$ cat src/rtl/dp_rr_arbiter.sv
// Round-robin arbiter/sequencer driving the shared A/B/C datapath with a timed enable window.
// Optional: define GRANT_COUNT_EN to add the saturating 8-bit grant_cnt output.
module dp_rr_arbiter #(
  parameter int NREQ        = 4,
  parameter int HOLD_CYCLES = 2
) (
  input  logic                clk,
  input  logic                reset,
  input  logic [NREQ-1:0]     req,
  input  logic [3*NREQ-1:0]   code_in,
  output logic [NREQ-1:0]     gnt,
  output logic [2:0]          dp_abc,
  output logic                dp_en,
  output logic                busy
`ifdef GRANT_COUNT_EN
  ,
  output logic [7:0]          grant_cnt
`endif
);

  // A hold of zero would never enable the datapath, so it is promoted to one cycle
  localparam int HOLD_EFF = (HOLD_CYCLES < 1) ? 1 : HOLD_CYCLES;
  localparam int CW       = $clog2(HOLD_EFF + 1);
  localparam int PW       = (NREQ > 1) ? $clog2(NREQ) : 1;
  localparam logic [CW-1:0] HOLD_MAX = CW'(HOLD_EFF);

  typedef enum logic [1:0] {
    S_IDLE,
    S_DRIVE,
    S_RELEASE
  } state_t;

  state_t          r_state, w_state_next;
  logic [NREQ-1:0] r_gnt, w_gnt_next;
  logic [2:0]      r_abc, w_abc_next;
  logic            r_en, w_en_next;
  logic            r_busy, w_busy_next;
  logic [CW-1:0]   r_cnt, w_cnt_next;
  logic [PW-1:0]   r_ptr, w_ptr_next;
  logic [PW-1:0]   r_win, w_win_next;

  logic [2:0]      w_codes [NREQ];
  logic            w_found;
  logic [PW-1:0]   w_win;

  for (genvar gi = 0; gi < NREQ; gi++) begin : g_code
    assign w_codes[gi] = code_in[3*gi +: 3];
  end

  // First requester found after the pointer, wrapping modulo NREQ
  always_comb begin
    int idx;
    idx     = 0;
    w_found = 1'b0;
    w_win   = '0;
    for (int k = 1; k <= NREQ; k++) begin
      idx = (int'(r_ptr) + k) % NREQ;
      if (!w_found && req[PW'(idx)]) begin
        w_found = 1'b1;
        w_win   = PW'(idx);
      end
    end
  end

  always_comb begin
    w_state_next = r_state;
    w_gnt_next   = r_gnt;
    w_abc_next   = r_abc;
    w_en_next    = r_en;
    w_busy_next  = r_busy;
    w_cnt_next   = r_cnt;
    w_ptr_next   = r_ptr;
    w_win_next   = r_win;
    case (r_state)
      S_IDLE: begin
        w_busy_next = 1'b0;
        if (w_found) begin
          w_state_next = S_DRIVE;
          w_gnt_next   = {{(NREQ-1){1'b0}}, 1'b1} << w_win;
          w_abc_next   = w_codes[w_win];
          w_en_next    = 1'b1;
          w_busy_next  = 1'b1;
          w_cnt_next   = CW'(1);
          w_win_next   = w_win;
        end
      end
      S_DRIVE: begin
        // Abort and normal completion both leave through RELEASE
        if (!req[r_win] || (r_cnt >= HOLD_MAX)) begin
          w_state_next = S_RELEASE;
          w_gnt_next   = '0;
          w_en_next    = 1'b0;
          w_ptr_next   = r_win;
        end else begin
          w_cnt_next = r_cnt + CW'(1);
        end
      end
      S_RELEASE: begin
        w_state_next = S_IDLE;
        w_busy_next  = 1'b0;
        w_cnt_next   = '0;
      end
      default: begin
        w_state_next = S_IDLE;
        w_gnt_next   = '0;
        w_en_next    = 1'b0;
        w_busy_next  = 1'b0;
        w_cnt_next   = '0;
      end
    endcase
  end

  always_ff @(posedge clk or negedge reset) begin
    if (!reset) begin
      r_state <= S_IDLE;
      r_gnt   <= '0;
      r_abc   <= 3'b000;
      r_en    <= 1'b0;
      r_busy  <= 1'b0;
      r_cnt   <= '0;
      r_ptr   <= PW'(NREQ - 1);
      r_win   <= '0;
    end else begin
      r_state <= w_state_next;
      r_gnt   <= w_gnt_next;
      r_abc   <= w_abc_next;
      r_en    <= w_en_next;
      r_busy  <= w_busy_next;
      r_cnt   <= w_cnt_next;
      r_ptr   <= w_ptr_next;
      r_win   <= w_win_next;
    end
  end

  assign gnt    = r_gnt;
  assign dp_abc = r_abc;
  assign dp_en  = r_en;
  assign busy   = r_busy;

`ifdef GRANT_COUNT_EN
  logic [7:0] r_gcnt;

  always_ff @(posedge clk or negedge reset) begin
    if (!reset) begin
      r_gcnt <= 8'h00;
    end else if ((r_state == S_IDLE) && w_found && (r_gcnt != 8'hFF)) begin
      r_gcnt <= r_gcnt + 8'h01;
    end
  end

  assign grant_cnt = r_gcnt;
`endif

endmodule
$ cat config.mk
export PLATFORM = sky130hd
export DESIGN_NAME = dp_rr_arbiter
export DESIGN_NICKNAME = d
export VERILOG_FILES = /design/src/rtl/dp_rr_arbiter.sv
export SDC_FILE = /design/constraint.sdc
export NUM_CORES = 1
export LEC_CHECK = 0
export BUFFER_PORTS_ARGS = -buffer_cell sky130_fd_sc_hd__clkbuf_2
export CORE_UTILIZATION = 37
export CTS_BUF_LIST = sky130_fd_sc_hd__clkbuf_4
export CTS_CLUSTER_SIZE = 25
export DETAILED_ROUTE_END_ITERATION = 8
export PLACE_DENSITY_LB_ADDON = 0.12
export SYNTH_ARGS = -nofsm -noshare
export SYNTH_HDL_FRONTEND = slang
export SYNTH_SLANG_ARGS = --single-unit
$ cat constraint.sdc
create_clock -name clk -period 1.9 [get_ports clk]
set_input_delay 0.095 -clock clk [delete_from_list [all_inputs] [get_ports clk]]
set_output_delay 0.095 -clock clk [all_outputs]
set_load 0.05 [all_outputs]
== Word level (Yosys, flattened, before mapping) ==
Cells that the tools add are included.
Operators by class
  $add $sub $neg: 5
  magnitude comparators: 7
  equality and inequality tests: 5
  shift-type cells: 1
  muxes and demuxes: 38
  bitwise gates (word level): 2
  reductions and logical operators: 14
Operators with widths (number)
  < comparator 2 x 4 -> 1 bit, second input constant: 4
  two-way mux 1 bit: 16
  two-way mux 2 bit: 7
  case mux 4 bit (3 select lines): 1
  binary-select mux 1 bit (select 2 bit): 5
  two-way mux 4 bit: 2
  case mux 2 bit (2 select lines): 2
  AND reduction 2 bit: 4
  adder 2 x 1 -> 2 bit, second input constant: 3
  binary-select mux 3 bit (select 2 bit): 1
  two-way mux 3 bit: 2
  inequality test 2 bit, second input constant: 3
  adder 2 bit, second input constant: 2
  logical NOT 1 bit: 4
  << shifter 1 x 2 -> 4 bit, first input constant: 1
  >= comparator 3 bit, second input constant: 1
  logical AND 1 bit: 3
  < comparator 2 x 3 -> 1 bit, second input constant: 1
  NOT 2 -> 3 bit: 1
  case mux 1 bit (3 select lines): 1
  AND reduction 3 bit: 1
  == test 2 x 1 -> 1 bit, second input constant: 1
  == test 2 bit, second input constant: 1
  >= comparator 2 bit, second input constant: 1
  other kinds (4): 4
Word-level totals
  register bits: 17
  bits of input ports: 18
  output and inout port bits: 9
  logic and storage cells: 80

== Longest topological paths before layout ==
Gate-level depths: netlist (run 1).
  depth in word-level cells: 18
  mapped depth: 6
  gate-level depth less buffers: 6

== Worst setup path after synthesis (run 1) ==
Ideal clock, no wire load.
  kind: register -> register
  start point: register r_cnt[1]
  end point: register r_cnt[0]
  setup time: 104 ps
  data arrival time: 1609 ps
  data required time: 1796 ps
  path slack: 188 ps
  stages on the path, launching flop included: 6
  path buffers: 1
  period minus slack after synthesis: 1712 ps
  cell sequence: dfrtp_1 > ha_1 > or4_1 > buf_2 > xnor2_1 > a221oi_1
Between the ends
  word-level cells in the longest chain between the ends: 4
RTL lines
  start: declaration: RTL line 38  | logic [CW-1:0] r_cnt, w_cnt_next;
  start signal: assignment: RTL line 129  | r_cnt <= w_cnt_next;
  >= comparator 2 bit: RTL line 89  | if (!req[r_win] || (r_cnt >= HOLD_MAX)) begin
  logical OR 1 bit: RTL line 89
  inequality test 2 bit (no source line)
  AND reduction 2 bit (no source line)
No other way between the ends.
A chain may end at the register's enable or synchronous reset.

== Final worst setup path (run 1) ==
Same ends and word-level chain as after synthesis.

==> impl_metrics.json, run 1 <==
{
  "rsz0062_at_grt": "false",
  "crit_fanout": 5,
  "clk_latency_ns": 0.29,
  "placedCellCount": 140,
  "die_area_um2": 2670,
  "routed_wl_um": 1790,
  "slew_violations": 0,
  "setup-tns-final_ns": 0,
  "synth_edf_count": 0,
  "grt_max_degree": 18,
  "synthSimpleGateAreaFrac_pct": 17.7,
  "final.fill_count": 218,
  "synth_xor_area_share_pct": 0.959,
  "dr.pass1.iters": 4,
  "syn-num-nets": 107,
  "synthArstFlopShare_pct": 100,
  "setup_viol": 0,
  "ir_worst_vdd_mv": 0.878,
  "timing.hold.ws_ns": 0.120,
  "synth_top_family_by_area": "compound AO/OA/AOI/OAI gates",
  "dp_slack_ns": 0.0767,
  "final_nets": 137,
  "grt_pass1_vias": 707,
  "ys_ff_latch": 17,
  "insertedDiodeCount": 0,
  "layout_common_cells": "clkbuf_2 (26), dfrtp_1 (15), mux2i_1 (8)",
  "grt_pass1_wl_um": 2990,
  "grt_antenna_before_repair": 0,
  "initial_core_util_pct": 40.1,
  "rows": 17,
  "yosysWarnings": 0,
  "path_cells": "ha_1, or4_4, xnor2_1, a221oi_1",
  "min_period_ns": 1.75,
  "gp_congestion": 0.681,
  "final_layout_size_suffix_gt1_share_pct": 35.0,
  "dp_hpwl_um": 1370,
  "synth_fa_ha_area_share_pct": 1.37,
  "die_h_um": 51.7,
  "hp-class": "input port to flop",
  "synth_seq_area_share_pct": 46.8,
  "finalCritPeriodShare_pct": 92.0,
  "final_common_cell": "clkbuf_2",
  "leakagePower_nw": 0.555,
  "die_x_um": 51.7,
  "synth_mux_area_share_pct": 11.2,
  "clkSinkCount": 17,
  "wl_per_cell_um": 12.3,
  "fin_util_pct": 49.1,
  "power_density_nw_per_um2": 1810,
  "post_cts_buffers": 0,
  "pin_count": 27,
  "vias": 743,
  "synth_compound_area_share_pct": 17.7,
  "first_iter_violations": 15,
  "yosysTopAreaCellShare_pct": 41.1,
  "max_cap_violations": 0,
  "status": "finished clean",
  "grt_util_all_layers_pct": 15.1,
  "htreeDepth": 1,
  "slowest_stage": "or4_4",
  "cp.required_ns": 2.09,
  "syn_avg_cell_area_um2": 10.4,
  "ctsRootBufferMaster": "clkbuf_4",
  "critical_path_class": "flop to flop",
  "yosys-top-cells-area": "dfrtp_1 (41%), mux2i_1 (8.8%), dfstp_2 (5.8%)",
  "fin_ws_ns": 0.153,
  "syn_inst": 88,
  "max_slew.worst_pin.slew_ns": 0.408,
  "cts_tree": "done",
  "syn_area_um2": 913,
  "clock-skew-final_ns": 0.00449,
  "cpPeakStageDelay_ns": 0.59,
  "port_buffers": 26,
  "drc": 0,
  "fmax_mhz": 572,
  "area_growth_pct": 22.5,
  "fp.coreArea_um2": 2280,
  "cts_buffers": 3,
  "relSlewSlack_pct": 72.8,
  "path_clk_slew_ns": 0.10,
  "end_kind": "flop",
  "instances_no_fill": 145,
  "yosysUniqueCellTypes": 34,
  "cp.arrival_ns": 1.94,
  "hold_viol": 0,
  "ant_nets": 0,
  "cp-start-kind": "flop",
  "synth_top_area_cell": "dfrtp_1",
  "viasPerCell": 5.12,
  "ys.flop_type": "dfrtp_1",
  "overflow": 0,
  "cts_buffer_depth": 2
}
cell families (layout without fill, tap and decap cells):
logic type	after synthesis	count (layout)
AO/OA/AOI/OAI	20	20
XOR/XNOR	1	1
adder cells (fa/ha/maj)	1	1
buffers and inverters	10	39
flip-flops	17	17
multiplexers	10	10
AND/OR/NAND/NOR	29	29
power by group:
group | internal [mW] | switching [mW]
clock | 0.0782 | 0.110
sequential | 0.551 | 0.159
combinational | 0.418 | 0.703
synth_stat cells (2+ instances only):
cell       instances
mux2i_1            8
nor2b_1            4
nor2_1             5
o221ai_1           3
nor3_1             2
mux2_2             2
nand2_1            7
dfrtp_1           15
o2bb2ai_1          4
clkbuf_1           2
a21oi_1            3
inv_1              6
nand2b_1           4
a211oi_1           2
dfstp_2            2
worst max-delay path, delay by kind of cell, from the launching register on:
kind,cells,cell delay (ns)
AOI/OAI and AO/OA,1,0.27
xor gates and xnor gates,1,0.15
adders and majority gates,1,0.21
DFF,1,0.43
and+or+nand+nor,1,0.59
path summary, 6_finish.rpt:
kind                        endpoint  slack (ns)        from  cells after the start
max                         r_cnt[0]        0.15    r_cnt[1]                      4
min                        dp_abc[2]        0.12  code_in[2]                      3
max reg2reg                 r_cnt[0]        0.15    r_cnt[1]                      4
min reg2reg                   gnt[3]        0.50      gnt[3]                      1
max in group asynchronous   r_ptr[0]        1.32       reset                      2
min in group asynchronous     gnt[1]        0.26       reset                      2
per-stage QoR:
stage	cell area, um2	power, mW
after floorplan	913	1.60
after CTS	1110	2.03
after detailed placement	1080	1.83
after global routing	1120	2.18
after global placement	1080	1.82
final	1120	2.02
sequential cells by signal, indices dropped and copies added, names as in the netlist:
register and count:
r_win 2, r_ptr 2, r_cnt 2, r_state 2, dp_en 1, gnt 4, busy 1, dp_abc 3
routing by layer:
metal  GRT usage [%]  wire length (um)  vias up
met5               0                 0        -
met1            20.1               894      343
li1                -                 -      378
met4            8.11                14        0
met3            1.75                58        2
met2            24.0               819       20
repair_timing:
action / 4_1_cts / 5_1_grt
hold buffers: 1 / 0
endpoints found under the setup margin: 0 / 1
endpoints found under the hold margin: 15 / 0
resized for setup: 0 / 1
final cells by class:
class | count | area, um2 | share of cell area, %
multi-input combinational | 61 | 450 | 40.3
sequential | 17 | 428 | 38.3
timing repair buffer | 29 | 155 | 13.9
tap | 28 | 35.0 | 3.13
clock buffer | 3 | 22.5 | 2.01
inverter | 6 | 22.5 | 2.01
clock inverter | 1 | 5.00 | 0.447
(Power assumes the default switching activity.)
==> run 2, diff against run 1 <==
--- a/config.mk
+++ b/config.mk
@@ -10,7 +10,9 @@
 export CTS_BUF_LIST = sky130_fd_sc_hd__clkbuf_4
 export CTS_CLUSTER_SIZE = 25
 export DETAILED_ROUTE_END_ITERATION = 8
+export MAX_ROUTING_LAYER = met4
 export PLACE_DENSITY_LB_ADDON = 0.12
+export SLEW_MARGIN = 20
 export SYNTH_ARGS = -nofsm -noshare
 export SYNTH_HDL_FRONTEND = slang
 export SYNTH_SLANG_ARGS = --single-unit
==> impl_metrics.json, run 2 (same netlist as run 1, synthesis figures left out) <==
{
  "die_h_um": 51.7,
  "grt_pass1_wl_um": 2990,
  "clk_latency_ns": 0.29,
  "die_area_um2": 2670,
  "cp-start-kind": "flop",
  "ir_worst_vdd_mv": 0.878,
  "dr.pass1.iters": 4,
  "rows": 17,
  "first_iter_violations": 15,
  "cp.required_ns": 2.09,
  "final_area_um2": 1120,
  "fmax_mhz": 572,
  "path_clk_slew_ns": 0.10,
  "placedCellCount": 140,
  "fp.coreArea_um2": 2280,
  "ant_nets": 0,
  "fin_ws_ns": 0.153,
  "overflow": 0,
  "largest_reg_flops": 4,
  "final_layout_size_suffix_gt1_share_pct": 35.0,
  "ctsRootBufferMaster": "clkbuf_4",
  "grt_util_all_layers_pct": 15.6,
  "dpl-instance-area_um2": 1080,
  "gp_congestion": 0.688,
  "slew_violations": 0,
  "viasPerCell": 5.12,
  "finalCritPeriodShare_pct": 92.0,
  "area_growth_pct": 22.5,
  "hold_viol": 0,
  "min_period_ns": 1.75,
  "relSlewSlack_pct": 72.8,
  "initial_core_util_pct": 40.1,
  "cts_buffer_depth": 2,
  "dp_hpwl_um": 1370,
  "clock-skew-final_ns": 0.00449,
  "pin_count": 27,
  "critical_path_class": "flop to flop",
  "crit_fanout": 5,
  "rsz0062_at_grt": "false",
  "power_mw": 2.02,
  "setup-tns-final_ns": 0,
  "status": "finished clean",
  "cp.arrival_ns": 1.94,
  "htreeDepth": 1,
  "layout_common_cells": "clkbuf_2 (26), dfrtp_1 (15), mux2i_1 (8)",
  "setup_viol": 0,
  "cts_buffers": 3,
  "clkSinkCount": 17,
  "end_kind": "flop",
  "leakagePower_nw": 0.555,
  "insertedDiodeCount": 0,
  "cts_tree": "done",
  "port_buffers": 26,
  "grt_max_degree": 18,
  "hp-class": "input port to flop",
  "fin_util_pct": 49.1,
  "post_cts_buffers": 0,
  "instances_no_fill": 145,
  "routed_wl_um": 1790,
  "final_nets": 137,
  "timing.hold.ws_ns": 0.120,
  "die_x_um": 51.7,
  "max_slew.worst_pin.slew_ns": 0.408,
  "power_density_nw_per_um2": 1810,
  "grt_pass1_vias": 707,
  "drc": 0,
  "wl_per_cell_um": 12.3,
  "vias": 743,
  "max_cap_violations": 0,
  "grt_antenna_before_repair": 0,
  "final_common_cell": "clkbuf_2",
  "dp_slack_ns": 0.0767
}
run 2: cell counts in the layout (fill, tap and decap cells not counted):
Identical to the previous run, type by type.
run 2: cell type report:
class                           count  area [um2]
Fill cell                         218        1160
Clock buffer                        3        22.5
Tap cell                           28        35.0
Sequential cell                    17         428
Clock inverter                      1        5.00
Inverter                            6        22.5
Timing Repair Buffer               29         155
Multi-Input combinational cell     61         450
run 2: power by group:
part | switching, mW | total [mW] | internal, mW
clock | 0.110 | 0.188 | 0.0782
sequential | 0.159 | 0.710 | 0.551
combinational | 0.703 | 1.12 | 0.418
total | 0.972 | 2.02 | 1.05
run 2: what timing repair did:
item / CTS / global route
setup endpoints to repair: 0 / 1
gates resized for setup: 0 / 1
endpoints found under the hold margin: 15 / 0
hold buffers: 1 / 0
run 2: metal layers:
metal | up-vias | GRT usage (%) | routed length, um
met4 | 0 | 8.11 | 14
met5 | - | - | 0
met3 | 2 | 1.75 | 58
met2 | 20 | 24.0 | 819
li1 | 378 | - | -
met1 | 343 | 20.1 | 893
run 2: worst paths after layout:
kind                            cells past startpoint  slack, ns         to        from
worst min register to register                      1       0.50     gnt[3]      gnt[3]
min in group asynchronous                           2       0.26     gnt[1]       reset
worst max-delay path                                4       0.15   r_cnt[0]    r_cnt[1]
worst max register to register                      4       0.15   r_cnt[0]    r_cnt[1]
max in group asynchronous                           2       1.32   r_ptr[0]       reset
worst min-delay path                                3       0.12  dp_abc[2]  code_in[2]
run 2: worst max-delay path, cell delays in order, from the launching register on:
cell	delay (ns)
dfrtp_1	0.43
ha_1	0.21
or4_4	0.59
xnor2_1	0.15
a221oi_1	0.27
